`src/rtl/freq_m_pkg.sv`:
```
// Shared types and defaults for the frequency-measurement datapath.
package freq_m_pkg;

  typedef enum logic [1:0] {IDLE, ARM, MEAS, HOLD} cnt_state_t;

  localparam int CNT_W_DEFAULT = 32;

endpackage

```
`src/rtl/sig_sync_edge.sv`:
```
// Brings an asynchronous signal into clk and emits a one-cycle pulse per rising edge.
module sig_sync_edge #(
  parameter int SYNC_STAGES = 2
) (
  input  logic clk,
  input  logic reset,
  input  logic sig_in,
  output logic sig_rise
);

  // SYNC_STAGES must be at least 2 for metastability protection.
  logic [SYNC_STAGES-1:0] sync_p0;
  logic                   prev_p1;

  always_ff @(posedge clk) begin
    if (reset) begin
      sync_p0  <= '0;
      prev_p1  <= 1'b0;
      sig_rise <= 1'b0;
    end else begin
      sync_p0  <= {sync_p0[SYNC_STAGES-2:0], sig_in};
      // edge detect stage
      prev_p1  <= sync_p0[SYNC_STAGES-1];
      sig_rise <= sync_p0[SYNC_STAGES-1] & ~prev_p1;
    end
  end

endmodule

```
`src/rtl/freq_cnt_latch.sv`:
```
// Counts measured-signal edges between gate pulses and latches each count with a valid/ack handshake.
module freq_cnt_latch
  import freq_m_pkg::*;
#(
  parameter int CNT_W       = CNT_W_DEFAULT,
  parameter int SYNC_STAGES = 2,
  parameter int HOLDOFF     = 3
) (
  input  logic             clk,
  input  logic             reset,
  input  logic             enable,
  input  logic             sig_in,
  input  logic             cout_b,
  output logic [CNT_W-1:0] freq_a_out,
  output logic             overflow_out,
  output logic             data_valid,
  output logic             data_lost,
  input  logic             data_ack
);

  localparam int HOLD_W = (HOLDOFF > 1) ? $clog2(HOLDOFF) : 1;
  localparam logic [HOLD_W-1:0] HOLD_LOAD = HOLD_W'((HOLDOFF > 0) ? HOLDOFF - 1 : 0);
  localparam logic [CNT_W-1:0]  CNT_MAX   = '1;

  function automatic logic [CNT_W-1:0] sat_inc(input logic [CNT_W-1:0] c);
    return (c == CNT_MAX) ? c : c + CNT_W'(1);
  endfunction

  logic              sig_rise;
  logic              cout_b_q;
  logic              gate_edge;
  cnt_state_t        state_q;
  cnt_state_t        state_d;
  logic              capture;
  logic [CNT_W-1:0]  count_q;
  logic              ovf_q;
  logic [HOLD_W-1:0] hold_q;

  sig_sync_edge #(
    .SYNC_STAGES(SYNC_STAGES)
  ) u_sync (
    .clk     (clk),
    .reset   (reset),
    .sig_in  (sig_in),
    .sig_rise(sig_rise)
  );

  always_ff @(posedge clk) begin
    if (reset) cout_b_q <= 1'b0;
    else       cout_b_q <= cout_b;
  end

  assign gate_edge = cout_b & ~cout_b_q;

  always_ff @(posedge clk) begin
    if (reset) state_q <= IDLE;
    else       state_q <= state_d;
  end

  always_comb begin
    state_d = state_q;
    capture = 1'b0;
    if (!enable) begin
      state_d = IDLE;
    end else begin
      case (state_q)
        IDLE: state_d = ARM;
        ARM:  if (gate_edge) state_d = HOLD;
        MEAS: begin
          if (gate_edge) begin
            state_d = HOLD;
            capture = 1'b1;
          end
        end
        HOLD: if (hold_q == '0) state_d = MEAS;
        default: state_d = IDLE;
      endcase
    end
  end

  // Edge counter and hold-off timer; HOLD keeps counting so no edge is lost to the holdoff.
  always_ff @(posedge clk) begin
    if (reset || !enable) begin
      count_q <= '0;
      ovf_q   <= 1'b0;
      hold_q  <= '0;
    end else begin
      case (state_q)
        IDLE: begin
          count_q <= '0;
          ovf_q   <= 1'b0;
        end
        ARM: begin
          if (gate_edge) begin
            count_q <= '0;
            ovf_q   <= 1'b0;
            hold_q  <= HOLD_LOAD;
          end
        end
        MEAS: begin
          if (capture) begin
            count_q <= sig_rise ? CNT_W'(1) : '0;
            ovf_q   <= 1'b0;
            hold_q  <= HOLD_LOAD;
          end else if (sig_rise) begin
            count_q <= sat_inc(count_q);
            ovf_q   <= ovf_q | (count_q == CNT_MAX);
          end
        end
        HOLD: begin
          if (sig_rise) begin
            count_q <= sat_inc(count_q);
            ovf_q   <= ovf_q | (count_q == CNT_MAX);
          end
          if (hold_q != '0) hold_q <= hold_q - HOLD_W'(1);
        end
        default: count_q <= '0;
      endcase
    end
  end

  // Result register and handshake; survives enable drops, cleared only by reset.
  always_ff @(posedge clk) begin
    if (reset) begin
      freq_a_out   <= '0;
      overflow_out <= 1'b0;
      data_valid   <= 1'b0;
      data_lost    <= 1'b0;
    end else if (capture) begin
      freq_a_out   <= count_q;
      overflow_out <= ovf_q;
      data_valid   <= 1'b1;
      if (data_valid && !data_ack)     data_lost <= 1'b1;
      else if (data_valid && data_ack) data_lost <= 1'b0;
    end else if (data_ack && data_valid) begin
      data_valid <= 1'b0;
      data_lost  <= 1'b0;
    end
  end

endmodule
```
`config.mk`:
```
export PLATFORM = sky130hd
export DESIGN_NAME = freq_cnt_latch
export DESIGN_NICKNAME = d
export VERILOG_FILES = /design/src/rtl/freq_m_pkg.sv /design/src/rtl/sig_sync_edge.sv /design/src/rtl/freq_cnt_latch.sv
export SDC_FILE = /design/constraint.sdc
export NUM_CORES = 1
export LEC_CHECK = 0
export ABC_AREA = 1
export BUFFER_PORTS_ARGS = -buffer_cell sky130_fd_sc_hd__clkbuf_2
export CAP_MARGIN = 5
export CORE_ASPECT_RATIO = 1.75
export CORE_MARGIN = 8
export CORE_UTILIZATION = 57
export CTS_CLUSTER_DIAMETER = 150
export DETAILED_ROUTE_END_ITERATION = 8
export HOLD_SLACK_MARGIN = 0.08
export PLACE_DENSITY = 0.77
export SYNTH_ARGS = -nofsm -noshare
export SYNTH_HDL_FRONTEND = slang
export SYNTH_SLANG_ARGS = --single-unit
```
`constraint.sdc`:
```
create_clock -name clk -period 1.8 [get_ports clk]
set_clock_uncertainty 0.05 [all_clocks]
set_input_delay 0.27 -clock clk [delete_from_list [all_inputs] [get_ports clk]]
set_output_delay 0.27 -clock clk [all_outputs]
set_load 0.03 [all_outputs]
```
# Word-level counts from Yosys, hierarchy flattened
# Cells that the tools add are included.
# totals
in_bits,6
latchBits,0
reg_bits,77
n_memories,0
mem_bits_rw,0
mem_bits_ro,0
wordCells,68
output_inout_bits,35
# classes
n_eq_ne,9
magnitude_cmp,0
muxes,25
n_bitwise,6
shift,0
n_reduce_logical,14
n_div,0
addsub,2
mul,0
# ops
op,count
$mux 32,4
$pmux 32 s4,1
$add 32x1->32 const B,1
$eq 32x32->1 const B,1
$mux 1,12
$pmux 2 s3,2
$mux 2,5
$ne 2x2->1 const B,4
$eq 2x2->1 const B,2
$logic_not 2->1,2
$pmux 1 s4,1
$reduce_and 4->1,1
$reduce_bool 2->1,2
$reduce_or 2->1,2
$not 1->1,3
$reduce_bool 3->1,1
$and 1x1->1,2
$eq 2x1->1 const B,1
$logic_and 1x1->1,2
$logic_not 1->1,2
$ne 2x1->1 const B,1
$reduce_and 2->1,1
$sub 2x1->2 const B,1
$logic_or 1x1->1,1
$or 1x1->1,1

# Longest topological paths before layout
# Gate-level depths: netlist of run 1.
# depth
ltp_word,7
ltp_mapped,12
ltp_nobuf,12

# Modules after synthesis
# From an unflattened synthesis of run 1, not the netlist that was laid out.
# unflattened
cells_unflattened,495
hier_area_um2,3529.6
# modules_own_cells
mod,n_inst,cells_each,seq_area_each_um2,area_per_inst_um2
freq_cnt_latch,1,483,1461.4,3414.5
sig_sync_edge,1,12,80.1,115.1

# Worst setup path after synthesis of run 1
# Ideal clock, no wire load.
# synth_timing
path_kind,reg2reg
from,register count_q[0]
to,register count_q[30]
n_path_buf,0
synth_period_minus_slack_ns,1.672
path_slack_ns,0.128
setup_time_ns,0.115
path_stages_with_launch,11
arrival_ns,1.507
t_required_ns,1.635
path_cell_list,dfxtp_1 > ha_1 > inv_1 > nor2_1 > nand3_2 > nor3_4 > nand2_1 > nor2_4 > nand2_1 > o21ai_1 > nor2_1
# synth_via
elab_chain_len,5
elab_cells_between_ends,6
cone_classes,add/sub (1); eq/ne (1); mux (4)
# synth_lines
element,line,rtl
"start, declared",freq_cnt_latch.sv:35,logic [CNT_W-1:0] count_q;
"start signal, assigned",freq_cnt_latch.sv:102,count_q <= sig_rise ? CNT_W'(1) : '0;
"start signal, assigned",freq_cnt_latch.sv:106,count_q <= sat_inc(count_q);
"start signal, assigned",freq_cnt_latch.sv:112,count_q <= sat_inc(count_q);
$add 32x1->32 / $eq 32x32->1 (equally long branches),freq_cnt_latch.sv:26,return (c == CNT_MAX) ? c : c + CNT_W'(1);
$mux 32 *,freq_cnt_latch.sv:26,
$mux 32 *,"freq_cnt_latch.sv:105, freq_cnt_latch.sv:111",
$mux 32,freq_cnt_latch.sv:101,if (capture) begin
$pmux 32 s4 *,freq_cnt_latch.sv:88,case (state_q)
# Every way passes the cells marked *; elsewhere a longest branch is shown, timed or not.
# A chain may end at the register's enable or synchronous reset.

# Final worst setup path of run 1
# layout_timing
from,register state_q[1]
to,register count_q[7]
# layout_via
elab_chain_len,5
elab_cells_between_ends,9
cone_classes,eq/ne (4); mux (4); reduce/logical (1)
# layout_lines
element,line,rtl
"start, declared",freq_cnt_latch.sv:32,cnt_state_t state_q;
"start signal, assigned",freq_cnt_latch.sv:57,else state_q <= state_d;
$eq 2x2->1,"freq_cnt_latch.sv:66, freq_cnt_latch.sv:88",
$mux 1,freq_cnt_latch.sv:66,case (state_q)
$mux 1,freq_cnt_latch.sv:63,if (!enable) begin
$mux 32,freq_cnt_latch.sv:101,
$pmux 32 s4,freq_cnt_latch.sv:88,
# Parallel ways exist; a longest one is shown, timed or not.

==> results of run 1 <==
critical path, stage by stage (launching register included):
cell and delay [ns]:
dfxtp_4 0.37, inv_1 0.06, ha_1 0.17, inv_1 0.09, nor2_4 0.08, nor2_4 0.23
nand4_1 0.23, nor2_2 0.17, nand2_1 0.06, nand2_1 0.05, nor2_1 0.04
Yosys cell counts, types with 3 or more instances:
| cell | number |
|---|---|
| a21oi_1 | 48 |
| buf_2 | 3 |
| clkbuf_1 | 8 |
| dfxtp_1 | 77 |
| ha_1 | 7 |
| inv_1 | 66 |
| nand2_1 | 74 |
| nand2_2 | 3 |
| nand3_1 | 21 |
| nand3_2 | 3 |
| nand4_1 | 6 |
| nor2_1 | 71 |
| nor2_2 | 7 |
| nor2_4 | 3 |
| nor3_1 | 9 |
| o21ai_0 | 47 |
| o21ai_1 | 3 |
state kept, by name (all words and copies together), names as in the netlist, named ones only:
signal	flops
ovf_q	1
overflow_out	1
freq_a_out	32
data_valid	1
count_q	32
u_sync.sync_p0	2
cout_b_q	1
u_sync.prev_p1	1
state_q	2
hold_q	2
u_sync.sig_rise	1
final cells by class:
type / count / area share, %
Tap cell: 78 / 2.36
Clock inverter: 1 / 0.121
Inverter: 69 / 6.32
Multi-Input combinational cell: 317 / 39.9
Timing Repair Buffer: 63 / 9.52
Clock buffer: 14 / 4.17
Sequential cell: 77 / 37.6
per-stage QoR:
step,instance area (µm²),total power [W],std cells
CTS,4030,0.00314,616
detailed placement,3830,0.00196,599
floorplan,3440,0.00190,475
global placement,3830,0.00195,599
finish,4140,0.00311,619
global route,4140,0.00324,619
logic make-up (layout without fill, tap and decap cells):
logic type | Yosys count | in the layout
adder cells (fa/ha/maj) | 7 | 7
buffers and inverters | 81 | 147
AND/OR/NAND/NOR | 203 | 203
flip-flops | 77 | 77
XOR/XNOR | 2 | 2
AO/OA/AOI/OAI | 105 | 105
worst max path at each step:
stage                    start     endpoint  slack [ns]  cells after the start
global route        count_q[1]  count_q[10]       -0.02                     12
floorplan           count_q[0]  count_q[30]        0.13                     10
global placement    count_q[1]  count_q[24]        0.02                      8
finish              state_q[1]   count_q[7]        0.09                     10
CTS                 count_q[0]  count_q[24]        0.01                      8
detailed placement  count_q[0]  count_q[21]       -0.03                     12
metal layers:
layer | global-route usage [%] | vias to the layer above
li1 | - | 1647
met4 | 9.63 | 0
met3 | 5.00 | 14
met1 | 19.3 | 1464
met5 | 0 | -
met2 | 32.6 | 51
power groups by stage:
stage	clock network, W	registers (W)	logic [W]
after floorplan	0	0.00180	0.0000946
after global placement	0	0.00178	0.000173
after detailed placement	0	0.00178	0.000177
after CTS	0.00121	0.00174	0.000182
after global routing	0.00129	0.00174	0.000206
final	0.00119	0.00174	0.000186
placed cells by master, fill, tap and decap left out, types with 2 or more instances in the layout:
cell type,instances
clkbuf_2,40
clkbuf_8,12
a21oi_1,48
nand2_2,5
nor3_1,8
dfxtp_2,2
nand4_1,6
dlygate4sd3_1,2
ha_1,7
inv_1,65
inv_2,3
o21ai_0,42
buf_4,19
nor2_1,65
nor2_4,9
xor2_1,2
nand2_1,72
nand3_2,4
nand3_1,20
a211oi_1,2
dfxtp_4,3
dfxtp_1,72
nor2_2,7
o21ai_1,8
clkbuf_1,2
a21oi_2,2
repair_timing:
item,in CTS,in global routing
pin swaps,0,7
endpoints found under the setup margin,13,44
setup buffers,0,3
gates resized for setup,1,32
hold endpoints to repair,2,0
hold buffers,2,0
==> impl_results.md, run 1 <==
* P&R area growth vs syn at 20.5%
* Achievable Freq at between 0.5 and 0.6 GHz
* ANT cells at 0
* Switching part of the total at 23.0%
* Dominant cells by area after synthesis: dfxtp_1 45%, nand2_1 8.1%, nor2_1 7.8%
* Final setup viols at 0
* Synth Area in Adders at 2.55%
* Area of the multi-input gates at 0.00165 mm²
* DRT antenna net count at 0
* Hold Crit Class: in -> reg
* Xor/xnor share of the synthesized area at 0.510%
* Critical hold path startpoint: enable
* Asr flop ratio synth at 0%
* Drt total wl at a little under 8 mm
* Nets@finish at 550
* DP HPWL at 5.88 mm
* Max capacitance violation total at 0
* Gr ovfl total at 0
* Net switching power at 0.000715 W
* Synth Area in Compound Gates at 15.9%
* GRT Util Overall at 18.7%
* Syn Area/Cell at 7.23 µm²
* Cells after Synth at 475
* Drt pass-1 iters at 4
* Least-Margin Pin Slew at 0.320 ns
* DIE WIDTH at 74.7 µm
* Port bufs at 40
* P_leak at 1.67 nW
* Largest net degree at the start of global routing at 35
* DR iter-0 viols at 216
* Reg area at 0.00156 mm²
* Chip height at 119 µm
* Combinational fraction of design power at 6.0%
* Core Area at 0.00583 mm²
* Simple-gate portion of the synthesized area at 27.1%
* Reg2Reg Setup Slack at a little over 0.09 ns
* Synth area leader: dfxtp_1
* CTS Buf Count at 9
* Core Util, Final at 71.0%
* Req. time, crit path at 2.00 ns
* Status: completed
* RR Startpoint: state_q[1]
* Synth Flop Type: dfxtp_1
* Post-synth EDFFs at 0
* Hold depth at 3
* Number of placed I/O pins at 41
* Vias in the first global route at 3,030
* Routed wl met2 at around 4.2 mm
* GP Congestion at 0.883
* Sequential power share at 55.9%
* Via density per instance at roughly 5.1
* Clock input transition at the sequential cells of the worst setup and hold paths at 0.07 ns
* H-tree depth at 3
* Crit Path Category: reg -> reg
* CTS max path bufs at 2
* Largest family of logic cells by synthesized area: simple AND/OR/NAND/NOR gates
* Clock Sinks at 77
* Post-Synthesis Cell Area at 0.00344 mm²
* Unrepaired setup endpoints after global routing: yes
* DRT met1 WL at between 3 and 4 mm
* R2R Path End: count_q[7]
* Internal power at 0.00239 W
* CP startpoint kind: register
* Initial antenna violation count at 0
* Worst VDD drop at ~0.68 mV
* Setup TNS Final at 0 ns
* Seq/Total Area, Yosys at 44.9%
* Clk root buf: clkbuf_8
* Fin crit period at approximately 1.7 ns
* R2R depth at 10
* Metal3 WL at roughly 330 µm
* Die area at 0.00887 mm²
* WP data arrival at ~1.9 ns
* DRC viols at 0
* First-pass GRT wire length at roughly 13 mm
* Layout cell share with drive strength beyond 1 at 21.6%
* Count of pins over their slew limit at 0
* Worst rel slew slack at around four fifths
* Power per Cell Area at between 700 and 800 mW/mm²
* Top Layer Used: met4
* Synth Register Bits at 77
* Worst skew pair latency at roughly 0.35 ns
* Via count at 3,176
* Synth warnings at 0
* Row count at 37
* Final Hold Viols at 0
* FILL cells at 508
* Worst hold margin at 0.124 ns
* CTS tree: built
* Worst setup margin at 0.0920 ns
* Initial Util at 58.9%
* Clock power frac at 38.1%
* Synth top area share at between 40% and 50%
* Dpl ws at -0.0318 ns
* Number of distinct library cells after synthesis at 32
* Hold worst-path end: hold_q[0]
* CP Capture Type: register
* Syn_nets at around 490
* Worst-path fanout max at 6
* Final Cycle Share at 94.9%
* Drt wl/cell at approximately 13 µm
* Mux cell area share after synthesis at 0%
No activity file was read; power rests on OpenSTA's default activity.
==> run 2, diff against run 1 <==
--- a/config.mk
+++ b/config.mk
@@ -14,7 +14,7 @@
 export CTS_CLUSTER_DIAMETER = 150
 export DETAILED_ROUTE_END_ITERATION = 8
 export HOLD_SLACK_MARGIN = 0.08
-export PLACE_DENSITY = 0.77
+export PLACE_DENSITY = 0.78
 export SYNTH_ARGS = -nofsm -noshare
 export SYNTH_HDL_FRONTEND = slang
 export SYNTH_SLANG_ARGS = --single-unit
==> run 2 against run 1 <==
Against the previous run: largest power group unchanged; sequential share of layout area fell by 0.77 points; cell count rose by 0.81%; total power rose by 5.5%; non-clock buffer count rose by 4; worst hold slack got worse by 0.028 ns; combinational power rose by 3%; wire length rose by 2.1%.
==> impl_results.md, run 2 (synthesis results as in run 1) <==
* CP startpoint kind: register
* DRT antenna net count at 0 (unchanged)
* Worst-path fanout max at 6 (unchanged)
* Nets@finish at 554 (+0.73%)
* ANT cells at 0 (unchanged)
* Count of pins over their slew limit at 0 (unchanged)
* Clock Sinks at 77 (unchanged)
* Worst VDD drop at 0.711 mV (+4.8%)
* First-pass GRT wire length at 13.5 mm (+3.5%)
* Fin cells at 624 (+0.81%)
* Vias in the first global route at 3,001 (-0.96%)
* CTS tree: built
* Most common cell after layout, fill and taps aside: nand2_1
* Setup TNS Final at 0 ns (unchanged)
* CP peak stage delay at 0.36 ns (about the same)
* Drt total wl at 8.04 mm (+2.1%)
* Status: completed
* Power per Cell Area at 773 mW/mm² (+3.0%)
* Initial antenna violation count at 0 (unchanged)
* Delay-heaviest family, CP: simple AND/OR/NAND/NOR gates
* DIE WIDTH at 74.7 µm (unchanged)
* Least-Margin Pin Slew at 0.331 ns (+0.0111 ns)
* Chip height at 119 µm (unchanged)
* P_leak at 1.71 nW (+2.5%)
* Via density per instance at 5.07 (-1.2%)
* Gr ovfl total at 0 (unchanged)
* Final setup viols at 0 (unchanged)
* Largest registers: count_q: 32 flops, freq_a_out: 32 flops
* Final instance area at 0.00424 mm² (+2.4%)
* Die area at 0.00887 mm² (unchanged)
* Drt wl/cell at 12.9 µm (+1.3%)
* P&R area growth vs syn at 23.4%
* CTS max path bufs at 2 (unchanged)
* Placed cell area at 0.00385 mm² (+0.59%)
* Fin crit period at 1.75 ns (+0.0401 ns)
* Core Area at 0.00583 mm² (unchanged)
* Clk root buf: clkbuf_8
* Port bufs at 40 (unchanged)
* Achievable Freq at 0.572 GHz (-2.3%)
* Number of placed I/O pins at 41 (unchanged)
* Commonest non-fill, non-tap cells in the layout: 70 x nand2_1, 68 x dfxtp_1, 64 x nor2_1
* H-tree depth at 3 (unchanged)
* Placed insts at 602 (+0.50%)
* Layout cell share with drive strength beyond 1 at 24.7% (+3.1 points)
* GP Congestion at 0.886 (+0.29%)
* Drt pass-1 iters at 5 (+1)
* WP buf/inv at 2 (unchanged)
* Worst rel slew slack at 77.9% (-0.74 points)
* FILL cells at 491 (-3.3%)
* Final Hold Viols at 0 (unchanged)
* CP max-delay cell: dfxtp_4
* Initial Util at 58.9% (unchanged)
* CP Capture Type: register
* Max capacitance violation total at 0 (unchanged)
* Largest net degree at the start of global routing at 35 (unchanged)
* Worst skew pair latency at 0.35 ns (about the same)
* CTS Buf Count at 9 (unchanged)
* DR iter-0 viols at 253 (+17%)
* Row count at 37 (unchanged)
* Hold Crit Class: in -> reg
* Core Util, Final at 72.7% (+1.7 points)
* Power consumption at 0.00328 W (+5.5%)
* Final Cycle Share at 97.1% (+2.2 points)
* DRC viols at 0 (unchanged)
* Critical Path, Cell by Cell: inv_2 -> ha_4 -> inv_2 -> nor2_4 -> nor2_4 -> nand4_1 -> nor2_2 -> nand2_1 -> nand2_1 -> nor2_1
* WP data arrival at 1.95 ns (+0.05 ns)
* Via count at 3,164 (-0.38%)
* Req. time, crit path at 2.00 ns (about the same)
* DP HPWL at 5.95 mm (+1.1%)
* GRT Util Overall at 19.3% (+0.60 points)
* Crit Path Category: reg -> reg
* Clock input transition at the sequential cells of the worst setup and hold paths at 0.08 ns (about the same)
run 2: changes by cell type in the layout (fill, tap and decap cells not counted), moves of 4 or more:
cell | previous run | this run
buf_4 | 19 | 24
o21ai_0 | 42 | 47
o21ai_1 | 8 | 3
dfxtp_1 | 72 | 68
dfxtp_2 | 2 | 6
run 2: stage by stage:
stage	setup WS [ns]	hold WS, ns
floorplan	0.128	0.291
global placement	0.0438	0.329
detailed placement	-0.0411	0.333
CTS	0.0165	0.0862
global route	-0.0141	0.111
finish	0.0520	0.0958
run 2: timing repair:
| item | 4_1_cts | 5_1_grt |
|---|---|---|
| resized for setup | 2 | 38 |
| endpoints found under the setup margin | 20 | 47 |
| buffers inserted | 0 | 5 |
| pin swaps | 0 | 9 |
| hold endpoints to repair | 1 | 0 |
| hold buffers | 1 | 0 |
run 2: per-layer routing:
metal  share of wire [%]  GRT usage [%]  up-vias
met4                 2.6           9.26        0
met1                  41           21.1     1428
li1                    -              -     1656
met5                   0              0        -
met3                 4.5           5.00       14
met2                  52           32.7       66
run 2: cell type report:
cell class	instances	area (µm²)	area share, %
repair buffers	67	422	9.95
well taps	78	97.6	2.30
clock inverters	4	45.0	1.06
multi-input cells	317	1690	39.8
clock buffers	12	165	3.90
inverters	69	262	6.17
flip-flops and latches	77	1560	36.8
run 2: final timing paths:
check	endpoint	start	slack [ns]	cells past startpoint
max	count_q[7]	state_q[1]	0.05	10
min	cout_b_q	cout_b	0.1	3
max reg2reg	count_q[7]	state_q[1]	0.05	10
min reg2reg	u_sync.sig_rise	u_sync.prev_p1	0.36	1
run 2: report_power, final:
group	switching [W]	internal, W	leakage (nW)
clock network	0.000604	0.000747	0.112
registers	0.0000133	0.00172	0.627
logic	0.000125	0.0000668	0.975
run 2: worst register-to-register path: cells and delay by family (launching register included):
family	cells	cell delay, ns
fa+ha+maj	1	0.15
flops	1	0.36
simple gates	7	0.99
buf+inv	2	0.11
